**config.mk**
```make
export PLATFORM = sky130hd
export DESIGN_NAME = mac_stream_feeder
export DESIGN_NICKNAME = d
export VERILOG_FILES = /design/src/rtl/mac_stream_feeder.sv
export SDC_FILE = /design/constraint.sdc
export NUM_CORES = 1
export LEC_CHECK = 0
export BUFFER_PORTS_ARGS = -buffer_cell sky130_fd_sc_hd__buf_2
export CORE_ASPECT_RATIO = 2
export CORE_MARGIN = 10
export CORE_UTILIZATION = 43
export DETAILED_ROUTE_END_ITERATION = 10
export HOLD_SLACK_MARGIN = 0.02
export PLACE_DENSITY = 0.6
export SETUP_SLACK_MARGIN = 0.4
export SYNTH_ARGS = -nofsm -noshare
export SYNTH_HDL_FRONTEND = slang
export SYNTH_SLANG_ARGS = --single-unit
```
**constraint.sdc**
```tcl
create_clock -name clk -period 3.2 [get_ports clk]
set_input_delay 0.32 -clock clk [delete_from_list [all_inputs] [get_ports clk]]
set_output_delay 0.32 -clock clk [all_outputs]
set_load 0.03 [all_outputs]
```
**src/rtl/mac_stream_feeder.sv**
```systemverilog
// mac_stream_feeder: buffers up to DEPTH input/kernel word pairs, streams
// them with a bias word into the MAC compute path and captures the result.
//
// Ports:
//   clk, reset                  clock, async active-high reset
//   wr_en, wr_i, wr_k, wr_full  pair buffer loader (accepted only in idle)
//   bias, start                 job launch, bias sampled on accepted start
//   busy, done, result          job status and captured result word
//   b_T*, i_T*, k_T*            bias / input / kernel stream sources
//   new_i                       high while pairs of the job remain to send
//   o_T*                        result stream sink
module mac_stream_feeder #(
   parameter int DATA_W = 8,
   parameter int OUT_W  = 32,
   parameter int DEPTH  = 16
) (
   input  logic              clk,
   input  logic              reset,
   input  logic              wr_en,
   input  logic [DATA_W-1:0] wr_i,
   input  logic [DATA_W-1:0] wr_k,
   output logic              wr_full,
   input  logic [DATA_W-1:0] bias,
   input  logic              start,
   output logic              busy,
   output logic              done,
   output logic [OUT_W-1:0]  result,
   output logic [DATA_W-1:0] i_TDATA,
   output logic              i_TVALID,
   input  logic              i_TREADY,
   output logic [DATA_W-1:0] k_TDATA,
   output logic              k_TVALID,
   input  logic              k_TREADY,
   output logic [DATA_W-1:0] b_TDATA,
   output logic              b_TVALID,
   input  logic              b_TREADY,
   output logic              new_i,
   input  logic [OUT_W-1:0]  o_TDATA,
   input  logic              o_TVALID,
   output logic              o_TREADY
);

   localparam int AW = $clog2(DEPTH);
   localparam logic [AW:0] C_DEPTH = (AW+1)'(DEPTH);
   localparam logic [AW:0] C_ONE = (AW+1)'(1);

   typedef enum logic [1:0] {
      S_IDLE,
      S_SEND,
      S_WAIT_O
   } state_t;

   state_t r_state;
   state_t w_state_n;

   logic [DATA_W-1:0] r_buf_i [DEPTH];
   logic [DATA_W-1:0] r_buf_k [DEPTH];

   logic [AW:0]       r_cnt;
   logic [AW:0]       w_cnt_n;
   logic [AW-1:0]     r_rd;
   logic [AW-1:0]     w_rd_n;
   logic              r_b_valid;
   logic              w_b_valid_n;
   logic              r_p_valid;
   logic              w_p_valid_n;
   logic [DATA_W-1:0] r_b_data;
   logic [DATA_W-1:0] w_b_data_n;
   logic [DATA_W-1:0] r_i_data;
   logic [DATA_W-1:0] w_i_data_n;
   logic [DATA_W-1:0] r_k_data;
   logic [DATA_W-1:0] w_k_data_n;
   logic [OUT_W-1:0]  r_result;
   logic [OUT_W-1:0]  w_result_n;
   logic              r_done;
   logic              w_done_n;

   logic              w_wr;
   logic              w_full;
   logic              w_b_xfer;
   logic              w_p_xfer;
   logic              w_last;
   logic [AW-1:0]     w_rd_inc;

   assign w_full   = (r_cnt == C_DEPTH);
   assign w_b_xfer = r_b_valid & b_TREADY;
   // i and k share one valid; a pair moves only when both sides accept
   assign w_p_xfer = r_p_valid & i_TREADY & k_TREADY;
   assign w_last   = ({1'b0, r_rd} == (r_cnt - C_ONE));
   assign w_rd_inc = r_rd + AW'(1);

   always_comb begin
      w_state_n   = r_state;
      w_cnt_n     = r_cnt;
      w_rd_n      = r_rd;
      w_b_valid_n = r_b_valid;
      w_p_valid_n = r_p_valid;
      w_b_data_n  = r_b_data;
      w_i_data_n  = r_i_data;
      w_k_data_n  = r_k_data;
      w_result_n  = r_result;
      w_done_n    = 1'b0;
      w_wr        = 1'b0;
      unique case (r_state)
         S_IDLE: begin
            if (start && (r_cnt != '0)) begin
               // pair data is preloaded so TDATA is a plain register
               w_b_data_n  = bias;
               w_rd_n      = '0;
               w_i_data_n  = r_buf_i[0];
               w_k_data_n  = r_buf_k[0];
               w_b_valid_n = 1'b1;
               w_p_valid_n = 1'b1;
               w_state_n   = S_SEND;
            end else if (wr_en && !w_full) begin
               w_wr    = 1'b1;
               w_cnt_n = r_cnt + C_ONE;
            end
         end
         S_SEND: begin
            if (w_b_xfer) begin
               w_b_valid_n = 1'b0;
            end
            if (w_p_xfer) begin
               if (w_last) begin
                  w_p_valid_n = 1'b0;
               end else begin
                  w_rd_n     = w_rd_inc;
                  w_i_data_n = r_buf_i[w_rd_inc];
                  w_k_data_n = r_buf_k[w_rd_inc];
               end
            end
            // bias and pairs may finish in either order
            if (!w_b_valid_n && !w_p_valid_n) begin
               w_state_n = S_WAIT_O;
            end
         end
         S_WAIT_O: begin
            if (o_TVALID) begin
               w_result_n = o_TDATA;
               w_done_n   = 1'b1;
               w_cnt_n    = '0;
               w_state_n  = S_IDLE;
            end
         end
         default: begin
            w_state_n = S_IDLE;
         end
      endcase
   end

   always_ff @(posedge clk or posedge reset) begin
      if (reset) begin
         r_state <= S_IDLE;
      end else begin
         r_state <= w_state_n;
      end
   end

   always_ff @(posedge clk or posedge reset) begin
      if (reset) begin
         r_cnt     <= '0;
         r_rd      <= '0;
         r_b_valid <= 1'b0;
         r_p_valid <= 1'b0;
         r_b_data  <= '0;
         r_i_data  <= '0;
         r_k_data  <= '0;
         r_result  <= '0;
         r_done    <= 1'b0;
      end else begin
         r_cnt     <= w_cnt_n;
         r_rd      <= w_rd_n;
         r_b_valid <= w_b_valid_n;
         r_p_valid <= w_p_valid_n;
         r_b_data  <= w_b_data_n;
         r_i_data  <= w_i_data_n;
         r_k_data  <= w_k_data_n;
         r_result  <= w_result_n;
         r_done    <= w_done_n;
      end
   end

   // storage needs no reset: the pair count alone marks valid entries
   always_ff @(posedge clk) begin
      if (w_wr) begin
         r_buf_i[r_cnt[AW-1:0]] <= wr_i;
         r_buf_k[r_cnt[AW-1:0]] <= wr_k;
      end
   end

   assign wr_full  = w_full;
   assign busy     = (r_state != S_IDLE);
   assign done     = r_done;
   assign result   = r_result;
   assign b_TDATA  = r_b_data;
   assign b_TVALID = r_b_valid;
   assign i_TDATA  = r_i_data;
   assign i_TVALID = r_p_valid;
   assign k_TDATA  = r_k_data;
   assign k_TVALID = r_p_valid;
   assign new_i    = r_p_valid;
   assign o_TREADY = (r_state == S_WAIT_O);

endmodule

```
==> flow_metrics.env <==
export IMPL_cellLeakagePower_uw=0.00583
export IMPL_n_antenna_cell=0
export IMPL_vias_per_cell=5.42
export IMPL_wl_per_cell_um=24.0
export IMPL_cts_buffer_depth=3
export IMPL_synth_seq_cells=326
export IMPL_max_freq_ghz=0.381
export IMPL_tritoncts="built"
export IMPL_antenna_found_initial=0
export IMPL_clkLatencyLatePin_ns=0.57
export IMPL_path_class="reg2reg"
export IMPL_critPathBufInv=2
export IMPL_fillers=2403
export IMPL_hold_class="in2reg"
export IMPL_fp_row_count=89
export IMPL_crit_required_ns=3.64
export IMPL_seq_area_sq_um=9440
export IMPL_drcViolationCount=0
export IMPL_multi_input_area_sq_um=3310
export IMPL_r2r_slack_ns=0.57
export IMPL_setup_viol=0
export IMPL_synthAdderAreaFrac_pct=0.483
export IMPL_cp_max_fo=20
export IMPL_synth_area_mux_share_pct=12.8
export IMPL_drive_gt1_share_pct=31.8
export IMPL_antenna_left=0
export IMPL_wl_um=32500
export IMPL_root_buffer="clkbuf_16"
export IMPL_dp_hpwl_um=22400
export IMPL_slew_viol_final=0
export IMPL_yosysTopAreaCellShare_pct=59.3
export IMPL_die_y_um=265
export IMPL_hold_slack_ns=0.0594
export IMPL_htreeDepth=1
export IMPL_yosys_area_share_simple_pct=8.87
export IMPL_post_cts_buffers=0
export IMPL_tightest_slew_ns=0.634
export IMPL_dr_total_vias=7349
export IMPL_finalSetupTns_ns=0
export IMPL_die_area_sq_um=37900
export IMPL_synth_area_top_cells="edfxtp_1, dfrtp_1, mux4_2, nand2_1, mux2_2"
export IMPL_fin_crit_sh_pct=82.1
export IMPL_path_depth=8
export IMPL_peakVddDrop_v=0.000474
export IMPL_synthXorXnorAreaFrac_pct=0.744
export IMPL_reg2reg_depth=8
export IMPL_synth_top_family_by_area="multiplexers"
export IMPL_io_pins=128
export IMPL_critPathArrivalTime_ns=3.06
export IMPL_numCtsBuffers=29
export IMPL_grt_total_usage_pct=17.2
export IMPL_finalCriticalPeriod_ns=2.63
export IMPL_grt_max_degree=52
export IMPL_initial_utilization_pct=43.7
export IMPL_slew_headroom_pct=57.7
export IMPL_core_area_sq_um=29600
export IMPL_slowest_delay_ns=0.46
export IMPL_grt_ovfl_total=0
export IMPL_fin_skew_ns=0.0190
export IMPL_yosysSeqAreaShare_pct=72.9
export IMPL_num_nets_final=1037
export IMPL_syn_avg_cell_area_sq_um=16.7
export IMPL_hold_path_depth=3
export IMPL_synth_nets=847
export IMPL_drtPass1Iterations=5
export IMPL_cts_sinks=326
export IMPL_rsz0062_at_grt="false"
export IMPL_status="finished, final reports clean"
export IMPL_crit_path_cell_trace="inv_1 -> ha_1 -> or3b_1 -> or2_1 -> and3_4 -> o22ai_2 -> buf_6 -> mux2_2"
export IMPL_drtIter0Drc=387
export IMPL_crit_family="simple AND/OR/NAND/NOR gates"
export IMPL_ys_warn_count=0
export IMPL_port_buffers=127
export IMPL_netlist_area_sq_um=13000
export IMPL_grt_pass1_vias=8087
export IMPL_grt_pass1_wl_um=49400
export IMPL_yosys_area_top_type="edfxtp_1"
export IMPL_synthCells=778
export IMPL_synth_compound_area_share_pct=2.15
export IMPL_area_growth_pct=19.9
export IMPL_p_per_area_nw_per_um2=918
export IMPL_cap_viol_max_count=0
export IMPL_gp_congestion=0.844
export IMPL_die_w_um=143
export IMPL_worst_setup_path_end_kind="flop"
export IMPL_start_kind="flop"
export IMPL_finalHoldViolCount=0
export IMPL_cpMaxStageDelayCell="dfrtp_1"
export IMPL_path_clk_slew_ns=0.07
export IMPL_yosysUniqueCellTypes=45
[path summary, 6_finish.rpt]
path | startpoint | end
min in group asynchronous | reset | i_TDATA[1]$_DFFE_PP0P_
min reg2reg | b_TDATA[4]$_DFFE_PP0P_ | b_TDATA[4]$_DFFE_PP0P_
max reg2reg | r_cnt[0]$_DFFE_PP0P_ | i_TDATA[3]$_DFFE_PP0P_
max | r_cnt[0]$_DFFE_PP0P_ | i_TDATA[3]$_DFFE_PP0P_
max in group asynchronous | reset | r_state[0]$_DFFE_PP0P_
min | o_TVALID | r_state[1]$_DFFE_PP0P_
[final cells by class]
cell class	count	share of cell area, %
clock buffers	34	4.86
clock inverters	20	1.22
inverters	12	0.298
multi-input cells	399	21.3
flip-flops and latches	326	60.8
well taps	364	2.93
repair buffers	200	8.59
[layout by cell type, fill, tap and decap left out, types with 3 or more instances in the layout]
cell type      instances
clkinv_1               4
clkbuf_16             29
clkinv_2               7
nand3_1                3
inv_1                 10
nor2_1                24
clkbuf_1               4
nand2b_1               4
xnor2_1                4
bufinv_16              3
and4_1                16
dfrtp_1               69
nor3_2                 3
nand2_1              193
xor2_1                 5
dlygate4sd3_1         42
a311oi_1              16
nor3_1                 3
edfxtp_1             256
buf_2                127
nor2_2                12
ha_1                   4
mux2_2                18
buf_4                 26
buf_12                 3
mux4_2                64
[timing repair]
item	in CTS	in global routing
setup endpoints to repair	0	23
hold endpoints to repair	69	0
resized for setup	0	2
hold buffers	42	0
[where the power goes]
part	leakage, uW	internal (uW)	switching [uW]	total [uW]
clock network	0.000457	1940	1540	3480
registers	0.00318	5110	365	5480
logic	0.00219	2080	3220	5290
total	0.00583	9130	5120	14300
[routing by layer]
layer	wire, um	global-route usage [%]	part of all wire, %	vias to the layer above
met5	0	0	0	-
met4	1020	6.61	3.1	0
met3	1780	2.64	5.5	45
met2	17500	31.7	54	222
met1	12200	19.4	38	3780
li1	-	-	-	3302
[worst register-to-register path: cells and delay by family, from the launching register on]
kind | cells | cell delay (ns)
simple gates | 3 | 0.88
flops | 1 | 0.46
buf+inv | 2 | 0.41
mux | 1 | 0.38
fa+ha+maj | 1 | 0.24
compound gates | 1 | 0.14
[logic make-up (layout without fill, tap and decap cells)]
kind of cell / after synthesis / in the layout
flip-flops: 326 / 326
multiplexers: 83 / 83
buffers and inverters: 53 / 266
adder cells (fa/ha/maj): 5 / 5
AND/OR/NAND/NOR: 268 / 268
AO/OA/AOI/OAI: 32 / 32
XOR/XNOR: 11 / 11
[synthesized netlist by cell type (all sizes together)]
master	number
edfxtp	256
nand2	193
dfrtp	70
mux4	64
nor2	36
buf	29
mux2	18
a311oi	16
and4	16
clkbuf	12
inv	12
nor3	6
xor2	6
ha	5
xnor2	5
nand2b	4
nand3	3
a211oi	2
nand4	2
nor2b	2
o21ai	2
o22ai	2
or3b	2
a21oi	1
a221o	1
a31oi	1
a32o	1
and3	1
and4bb	1
mux2i	1
nand3b	1
o2111a	1
o211ai	1
o21a	1
o21ba	1
o31ai	1
o32a	1
or2	1
[stage by stage]
step	instances	util [%]	worst slack, ns	area, sq um	power (uW)
5_1_grt	1355	52.4	0.404	15500	14900
3_3_place_gp	1259	47.8	0.555	14200	10800
2_1_floorplan	778	-	0.275	13000	9170
3_5_place_dp	1259	47.8	0.494	14200	10900
6_report	1355	52.4	0.573	15500	14300
4_1_cts	1355	52.4	0.485	15500	14400
[flip-flops by register name, indices dropped and copies added (netlist names)]
signal / cells
r_buf_k: 128
b_TVALID: 1
b_TDATA: 8
r_rd: 4
i_TDATA: 8
done: 1
r_cnt: 5
r_state: 2
k_TDATA: 8
r_buf_i: 128
i_TVALID: 1
result: 32
No activity file was read; power rests on OpenSTA's default activity.
